--- src/rtl/rename_regfile_pkg.sv ---
// Shared constants and register-entry type for the rename register file.
package rename_regfile_pkg;

  localparam int XLEN      = 32;
  localparam int NREG      = 32;
  localparam int REG_IDX_W = $clog2(NREG);
  localparam int ROB_TAG_W = 5;

  typedef struct packed {
    logic [XLEN-1:0]      value;
    logic                 busy;
    logic [ROB_TAG_W-1:0] tag;
  } rf_entry_t;

endpackage

--- src/rtl/rf_read_port.sv ---
// Combinational operand read port: array lookup, x0 forcing and, when
// RF_COMMIT_BYPASS_EN is defined, same-cycle forwarding of a matching commit.
module rf_read_port
  import rename_regfile_pkg::*;
(
  input  rf_entry_t              regs [NREG],
  input  logic [REG_IDX_W-1:0]   idx,
  input  logic                   rdy,
  input  logic                   clear,
  input  logic                   rn_valid,
  input  logic [REG_IDX_W-1:0]   rn_rd,
  input  logic                   cm_valid,
  input  logic [REG_IDX_W-1:0]   cm_rd,
  input  logic [ROB_TAG_W-1:0]   cm_tag,
  input  logic [XLEN-1:0]        cm_data,
  output logic                   busy,
  output logic [ROB_TAG_W-1:0]   tag,
  output logic [XLEN-1:0]        value
);

  rf_entry_t stored;
  rf_entry_t ent;
  logic      bypass;

  assign stored = regs[idx];

`ifdef RF_COMMIT_BYPASS_EN
  // Forward only a commit that actually releases the rename this cycle;
  // a same-register rename keeps the entry pending.
  assign bypass = rdy && cm_valid && (cm_rd == idx) && stored.busy &&
                  (stored.tag == cm_tag) &&
                  !(rn_valid && (rn_rd == idx) && !clear);
`else
  logic unused_bypass_inputs;
  assign bypass = 1'b0;
  assign unused_bypass_inputs = ^{rdy, clear, rn_valid, rn_rd, cm_valid,
                                  cm_rd, cm_tag, cm_data};
`endif

  always_comb begin
    ent = stored;
    if (bypass) begin
      ent.busy  = 1'b0;
      ent.value = cm_data;
    end
    if (idx == '0) ent = '0;
  end

  assign busy  = ent.busy;
  assign tag   = ent.tag;
  assign value = ent.value;

endmodule

--- src/rtl/rename_regfile.sv ---
// Architectural register file with per-register ROB rename tags.
// Optional same-cycle commit forwarding on reads: RF_COMMIT_BYPASS_EN.
module rename_regfile
  import rename_regfile_pkg::*;
(
  input  logic                   clk,
  input  logic                   rst,
  input  logic                   rdy,
  input  logic                   clear,
  input  logic                   rn_valid,
  input  logic [REG_IDX_W-1:0]   rn_rd,
  input  logic [ROB_TAG_W-1:0]   rn_tag,
  input  logic                   cm_valid,
  input  logic [REG_IDX_W-1:0]   cm_rd,
  input  logic [ROB_TAG_W-1:0]   cm_tag,
  input  logic [XLEN-1:0]        cm_data,
  output logic                   cm_busy,
  output logic [ROB_TAG_W-1:0]   cm_reorder,
  input  logic [REG_IDX_W-1:0]   rs1_idx,
  input  logic [REG_IDX_W-1:0]   rs2_idx,
  output logic                   rs1_busy,
  output logic                   rs2_busy,
  output logic [ROB_TAG_W-1:0]   rs1_tag,
  output logic [ROB_TAG_W-1:0]   rs2_tag,
  output logic [XLEN-1:0]        rs1_value,
  output logic [XLEN-1:0]        rs2_value
);

  rf_entry_t regs [NREG];

  // Entry 0 is never written after reset, so x0 stays zero in storage too.
  always_ff @(posedge clk or negedge rst) begin
    if (!rst) begin
      for (int i = 0; i < NREG; i++) regs[i] <= '0;
    end else if (rdy) begin
      for (int i = 1; i < NREG; i++) begin
        if (cm_valid && (cm_rd == REG_IDX_W'(i))) regs[i].value <= cm_data;
        // Flush beats rename; rename beats the commit's busy release.
        if (clear) begin
          regs[i].busy <= 1'b0;
          regs[i].tag  <= '0;
        end else if (rn_valid && (rn_rd == REG_IDX_W'(i))) begin
          regs[i].busy <= 1'b1;
          regs[i].tag  <= rn_tag;
        end else if (cm_valid && (cm_rd == REG_IDX_W'(i)) && regs[i].busy &&
                     (regs[i].tag == cm_tag)) begin
          regs[i].busy <= 1'b0;
        end
      end
    end
  end

  assign cm_busy    = regs[cm_rd].busy;
  assign cm_reorder = regs[cm_rd].tag;

  rf_read_port u_rs1 (
    .regs     (regs),
    .idx      (rs1_idx),
    .rdy      (rdy),
    .clear    (clear),
    .rn_valid (rn_valid),
    .rn_rd    (rn_rd),
    .cm_valid (cm_valid),
    .cm_rd    (cm_rd),
    .cm_tag   (cm_tag),
    .cm_data  (cm_data),
    .busy     (rs1_busy),
    .tag      (rs1_tag),
    .value    (rs1_value)
  );

  rf_read_port u_rs2 (
    .regs     (regs),
    .idx      (rs2_idx),
    .rdy      (rdy),
    .clear    (clear),
    .rn_valid (rn_valid),
    .rn_rd    (rn_rd),
    .cm_valid (cm_valid),
    .cm_rd    (cm_rd),
    .cm_tag   (cm_tag),
    .cm_data  (cm_data),
    .busy     (rs2_busy),
    .tag      (rs2_tag),
    .value    (rs2_value)
  );

endmodule

--- config.mk ---
export PLATFORM = sky130hd
export DESIGN_NAME = rename_regfile
export DESIGN_NICKNAME = d
export VERILOG_FILES = /design/src/rtl/rename_regfile_pkg.sv /design/src/rtl/rf_read_port.sv /design/src/rtl/rename_regfile.sv
export SDC_FILE = /design/constraint.sdc
export NUM_CORES = 2
export LEC_CHECK = 0
export CORE_ASPECT_RATIO = 1.1
export CORE_MARGIN = 2
export CORE_UTILIZATION = 45
export DETAILED_ROUTE_END_ITERATION = 16
export PLACE_DENSITY = 0.58
export SYNTH_ARGS = -nofsm -noshare
export SYNTH_HDL_FRONTEND = slang
export SYNTH_HIERARCHICAL = 1
export SYNTH_SLANG_ARGS = --single-unit
--- constraint.sdc ---
create_clock -name clk -period 8.1 [get_ports clk]
set_clock_uncertainty 0.1 [all_clocks]
set_input_delay 1.62 -clock clk [delete_from_list [all_inputs] [get_ports clk]]
set_output_delay 1.62 -clock clk [all_outputs]
set_load 0.005 [all_outputs]
; Yosys cells after proc, flatten, opt, wreduce, memory -nomap -nowiden
; Cells that the tools add are included.
[op_classes]
addsub = 0
mul = 0
div = 0
order_cmp = 3
n_eq_ne = 93
shifts = 0
n_mux = 135
n_bitwise = 3
n_reduce_logical = 281
[op_table]
columns = cell, count
row1 = 38-bit binary-select mux with 5-bit select, 3
row2 = 38-bit 2-to-1 mux, 6
row3 = 6-bit 2-to-1 mux, 33
row4 = 2-bit AND reduction, 93
row5 = "5-bit == test, second input constant", 32
row6 = 5-bit == test, 31
row7 = 5-bit 2-to-1 mux, 31
row8 = 1-bit logical AND, 124
row9 = 3-bit nonzero test, 31
row10 = "5-bit by 4-bit == test with 1-bit output, second input constant", 16
row11 = 1-bit 2-to-1 mux, 62
row12 = 2-bit nonzero test, 31
row13 = "5-bit by 3-bit == test with 1-bit output, second input constant", 8
row14 = "5-bit by 2-bit == test with 1-bit output, second input constant", 4
row15 = "6-bit >= comparator, second input constant", 3
row16 = 5-bit inverter with 6-bit output, 3
row17 = "5-bit by 1-bit == test with 1-bit output, second input constant", 2
row18 = 5-bit logical NOT, 2
[totals]
register_bits = 1178
latchBits = 0
ram_bits = 0
rom_bits = 0
inputBits = 68
output_inout_bits = 82
word_cells = 608
n_memories = 0

; Longest topological paths before layout
[logic_depth]
word_depth = 7
ltp_mapped = 9
depth_no_buf = 4

; Hierarchy
; The synthesis kept the hierarchy.
[modules_own_cells]
columns = module, n_inst, cells_each, area_per_inst_um2, seq_area_each_um2
row1 = rename_regfile, 1, 3223, 48240.0, 29478.3
row2 = rf_read_port, 2, 786, 9910.8, 0.0

; Least setup slack after synthesis
; Ideal clock, no wire load.
[synth_timing]
kind = input port to output port
from = in cm_rd[0]
to = out cm_reorder[3]
arrival_time_ps = 3177
required_ps = 6380
slack_ps = 3203
stages = 7
n_path_buf = 4
cell_sequence = buf_2 -> buf_2 -> buf_2 -> buf_2 -> nand3_1 -> a32o_1 -> a22oi_1
[synth_between]
elab_chain_cells = 4
[synth_rtl]
columns = element, line
row1 = "start, declared", rename_regfile.sv:14  ; input logic [REG_IDX_W-1:0] cm_rd,
row2 = 5-bit inverter with 6-bit output (not written as such), rename_regfile.sv:54  ; assign cm_reorder = regs[cm_rd].tag;
row3 = 38-bit binary-select mux with 5-bit select, rename_regfile.sv:54
row4 = 6-bit 2-to-1 mux (not written as such) (2 in a row), rename_regfile.sv:54
row5 = "end, declared", rename_regfile.sv:18  ; output logic [ROB_TAG_W-1:0] cm_reorder,
; No other way between the ends. The select of a mux whose other input is x is not followed.

; Worst setup path in the final report
[layout_timing]
from = in rs1_idx[3]
to = out rs1_value[4]
[layout_between]
elab_chain_cells = 5
[layout_rtl]
columns = element, line
row1 = "start, declared", rename_regfile.sv:19  ; input logic [REG_IDX_W-1:0] rs1_idx,
row2 = 5-bit inverter with 6-bit output (not written as such), rf_read_port.sv:25  ; assign stored = regs[idx];
row3 = 38-bit binary-select mux with 5-bit select, rf_read_port.sv:25
row4 = 38-bit 2-to-1 mux (not written as such) (2 in a row), rf_read_port.sv:25
row5 = 38-bit 2-to-1 mux *, rf_read_port.sv:46  ; if (idx == '0) ent = '0;
row6 = "end, declared", rename_regfile.sv:25  ; output logic [XLEN-1:0] rs1_value,
; Every way passes the cells marked *; elsewhere a longest branch is shown, timed or not. The select of a mux whose other input is x is not followed.

==> results <==
- The run finished with clean final reports.
- Relative to the synthesized area, the layout overhead comes to 11.3%.
- The average size of a mapped cell is between 10 and 15 µm².
- The hold buffer count at CTS is 0.
- The die is about 410 µm tall.
- The worst max-slew margin expressed relative to the limit is a little under an eighth.
- Of the total power, the share spent switching nets is between 20% and 30%.
- For this run, the leading register cell type out of synthesis is sky130_fd_sc_hd__dfrtp_1.
- The clock network is responsible for 37.8% of the overall power.
- The global routing usage summed across all routing layers is 30.3%.
- Buffers added to address setup during post-CTS repair amount to 0.
- STA classifies the critical path startpoint as an input port.
- The top cell types in the final layout, fill and taps aside, are 1178 x sky130_fd_sc_hd__dfrtp_1, 1165 x sky130_fd_sc_hd__mux2_2, 562 x sky130_fd_sc_hd__mux4_2, 184 x sky130_fd_sc_hd__mux2i_1, 145 x sky130_fd_sc_hd__clkbuf_16.
- The count of routing violations after the opening detailed-route iteration is approximately 4700.
- The worst register-to-register path ends at regs[537]$_DFFE_PN0P_.
- The worst IR drop on VDD is 0.227 mV.
- The met2 layer usage reported by global route is 48.8%.
- In this design, the stage delay of the slowest critical-path cell is 0.70 ns.
- The final layout contains routed wiring with a total length of between 200000 and 250000 µm.
- The kind of capture point of the worst setup path is a primary output.
- The number of antenna violations at the first check in global routing is 3.
- Registers are responsible for 43.8% of the overall power.
- The sum of internal, switching and leakage power is 16.6 mW.
- The total overflow left after global routing is 0.
- STA puts the critical path data required time at 6.38 ns.
- The wire length of the first global-routing pass is 341000 µm.
- The gate count of the mapped netlist is 4795.
- The clock latency of the later-clocked register in the worst-skew pair is 0.79 ns.
- The smallest clock period supported by the final layout is computed as 6.87 ns.
- The register name with the most flops is regs.
- Summed over all nets, the half-perimeter wirelength after detailed placement is roughly 140000 µm.
- The final max-slew violation count is 0.
- The count of nets left with antenna violations after detail routing is 0.
- The number of global-route vias before repair is 46900.
- At the pin with the least slew margin, the transition time is 1.32 ns.
- The global routing usage on met3 is 5.65%.
- The setup check on the worst reg-to-reg path leaves a slack of approximately 6.3 ns.
- The internal portion of the total power is 12.0 mW.
- The most common cell after layout, fill and taps aside is sky130_fd_sc_hd__dfrtp_1.
- The tree is rooted in a sky130_fd_sc_hd__clkbuf_16.
- The met1 demand-to-capacity share in global routing is 40.8%.
- The floorplan step set the die width to between 300 and 400 µm.
- TritonCTS built the clock tree.
- The sequential cell area fraction in the yosys report is a little over two fifths.
- The count of nets after finishing is 4827.
- The number of clock buffers added by TritonCTS is between 100 and 150.
- The worst hold-check path type is flip-flop to flip-flop.
- Setup repair after global routing left no endpoint under its margin.
- The number of buffers inserted by port buffering is 149.
- The congestion estimate from routability-driven global placement came to between 0.9 and 1.
- Data on the critical path arrives at its endpoint at 5.15 ns.
- The first TritonRoute pass finished after 6 iterations.
- The async set or reset register ratio after synthesis is between 90% and 100%.
- The CTS H-tree depth is 4.
- In this run the static leakage power is 32.3 nW.
- Setup violations remaining at the end of the flow were counted as 0.
- The sink of the worst hold path is regs[744]$_DFFE_PN0P_.
- The floorplan row count is 149.
- The I/O pin count is 150.
- After filler insertion, the fill cell instance count of the layout stands at 12800.
- The number of design rule violations left after detail routing is 0.
- The worst register-to-register path has a depth of 4.
- No sink is reached through more buffers than the 3 on the longest clock path.
- The Yosys step of the flow raised a little over 80 warnings.
- The combined area of all synthesized cells is 68100 µm².
- The clock drives 1178 sinks.
- The switching power is between 4 and 5 mW.
- Max-cap violations in this run came to 0.
- Dividing the detail-routed via count by the number of cells gives ~6.8.
- By instance count, the cell type seen most on the critical path is sky130_fd_sc_hd__buf_4.
- The hold path depth is 1.
- Counting flops and latches in the post-synthesis netlist gives 1178.
- The clock-pin slew of the registers on the worst-case setup and hold paths is 0.05 ns.
- After layout, the worst setup slack is 1.23 ns.
- The critical path class is input port to primary output.
- Walking the worst path, the cells encountered are buf_4 > or2_4 > or4_4 > buf_4 > o21ai_1 > a311oi_1 > clkdlybuf4s50_1.
- The cell with the biggest individual delay on the critical path is sky130_fd_sc_hd__a311oi_1.
- In this run the most critical hold path is launched from regs[744]$_DFFE_PN0P_.
- The routed wire length per instance is 34.3 µm.
- The power share of the combinational group is between 10% and 20%.
- The maximum number of pins on one net before global-route repair is roughly 170.
- The busiest metal layer after global routing is met2.
- The synthesized design contains 0 enable-type register cells.
- The routed via count is roughly 46000.
- The total of cells resized after clock tree synthesis is 0.
- The final number of hold-violating endpoints is 0.
- The register with the most flip-flops in the layout has 1178 of them.
- The power per standard cell area is 219 nW/µm².
- After routing, the total negative slack on setup checks comes to 0 ns.
- In the finished design, the share of the clock period the worst path needs comes to 84.8%.
- The distinct cell type count of the synthesized netlist is 65.
- The initial core utilization is about 45%.
- The achievable clock frequency is 146 MHz.
- The worst-path maximum fanout is 31.
- Timing analysis after detailed placement gives a worst setup slack of 1.34 ns.
- In this run the critical register-to-register path is launched from regs[536]$_DFFE_PN0P_.
- The largest registers in the layout are regs (1178).
- The die covers ~150000 µm².
- The ratio of cells with drive above 1 in the final layout is 45.2%.
- The core region area is 150000 µm².
## worst max path at each step
stage / start / end / slack (ns) / cells after the start
final: rs1_idx[3] / rs1_value[4] / 1.23 / 7
after global routing: rs1_idx[0] / rs1_value[31] / 1.30 / 8
after CTS: rs1_idx[0] / rs1_value[26] / 1.33 / 8
after detailed placement: rs1_idx[0] / rs1_value[26] / 1.34 / 8
after global placement: rs1_idx[3] / rs1_value[4] / 1.32 / 7
after floorplan: cm_rd[0] / cm_reorder[3] / 3.20 / 7
## worst max-delay path, delay by kind of cell
family	cells	cell delay (ns)
compound gates	2	0.81
simple gates	2	1.01
buf+inv	3	1.61
## power groups by stage
stage          Sequential (mW)  Clock [mW]  Combinational, mW
6_report                  7.27        6.27               3.06
5_1_grt                   7.36        6.61               3.24
4_1_cts                   7.25        6.38               3.05
3_5_place_dp              7.35           0               3.04
3_3_place_gp              7.30           0               3.00
2_1_floorplan             7.12           0               2.20
## per-layer routing
metal | routed length (µm) | vias to the layer above | part of all wire [%]
met5 | 21 | - | 0.0090
met4 | 9620 | 4 | 4.1
met3 | 17200 | 490 | 7.4
met2 | 111000 | 2058 | 47
met1 | 96500 | 25000 | 41
li1 | - | 18600 | -
## cells by family (layout without fill, tap and decap cells)
family	count (synthesis)	count (layout)	synth area share (%)
multiplexers	1911	1911	40.6
flip-flops	1178	1178	43.3
AO/OA/AOI/OAI	644	644	7.33
buffers and inverters	553	542	3.85
AND/OR/NAND/NOR	353	353	2.93
XOR/XNOR	155	155	1.99
other	1	78	0.00551
## cells in the mapped netlist, types with 65 or more instances
cell                          n  share of area (%)
sky130_fd_sc_hd__a211oi_1    82               0.90
sky130_fd_sc_hd__a22oi_1    110                1.2
sky130_fd_sc_hd__buf_2      165                1.2
sky130_fd_sc_hd__buf_4       66               0.73
sky130_fd_sc_hd__clkbuf_1   267                1.5
sky130_fd_sc_hd__dfrtp_1   1178                 43
sky130_fd_sc_hd__mux2_2    1165                 19
sky130_fd_sc_hd__mux2i_1    184                2.7
sky130_fd_sc_hd__mux4_2     562                 19
sky130_fd_sc_hd__nor2b_1     90               0.83
sky130_fd_sc_hd__o21ai_0     65               0.48
sky130_fd_sc_hd__o21ai_1     97               0.71
sky130_fd_sc_hd__xnor2_1     74               0.95
sky130_fd_sc_hd__xor2_1      81                1.0
## cell type report
cell class / count / area, µm² / area share [%]
well taps: 1963 / 2460 / 3.24
repair buffers: 286 / 2790 / 3.68
clock buffers: 206 / 4190 / 5.53
diodes: 2 / 5.00 / 0.00660
flip-flops and latches: 1178 / 29500 / 38.9
multi-input cells: 3139 / 36500 / 48.1
clock inverters: 32 / 332 / 0.438
inverters: 18 / 72.6 / 0.0958
## metrics by stage
stage          util (%)  hold slack [ns]  area, µm²  std cells
2_1_floorplan         -            0.391      68300       4870
3_3_place_gp       47.5            0.401      71300       6584
3_5_place_dp       47.5            0.409      71300       6584
4_1_cts            50.5            0.422      75800       6822
5_1_grt            50.5            0.433      75800       6823
6_report           50.5            0.417      75800       6824
No activity file was read; power rests on OpenSTA's default activity.
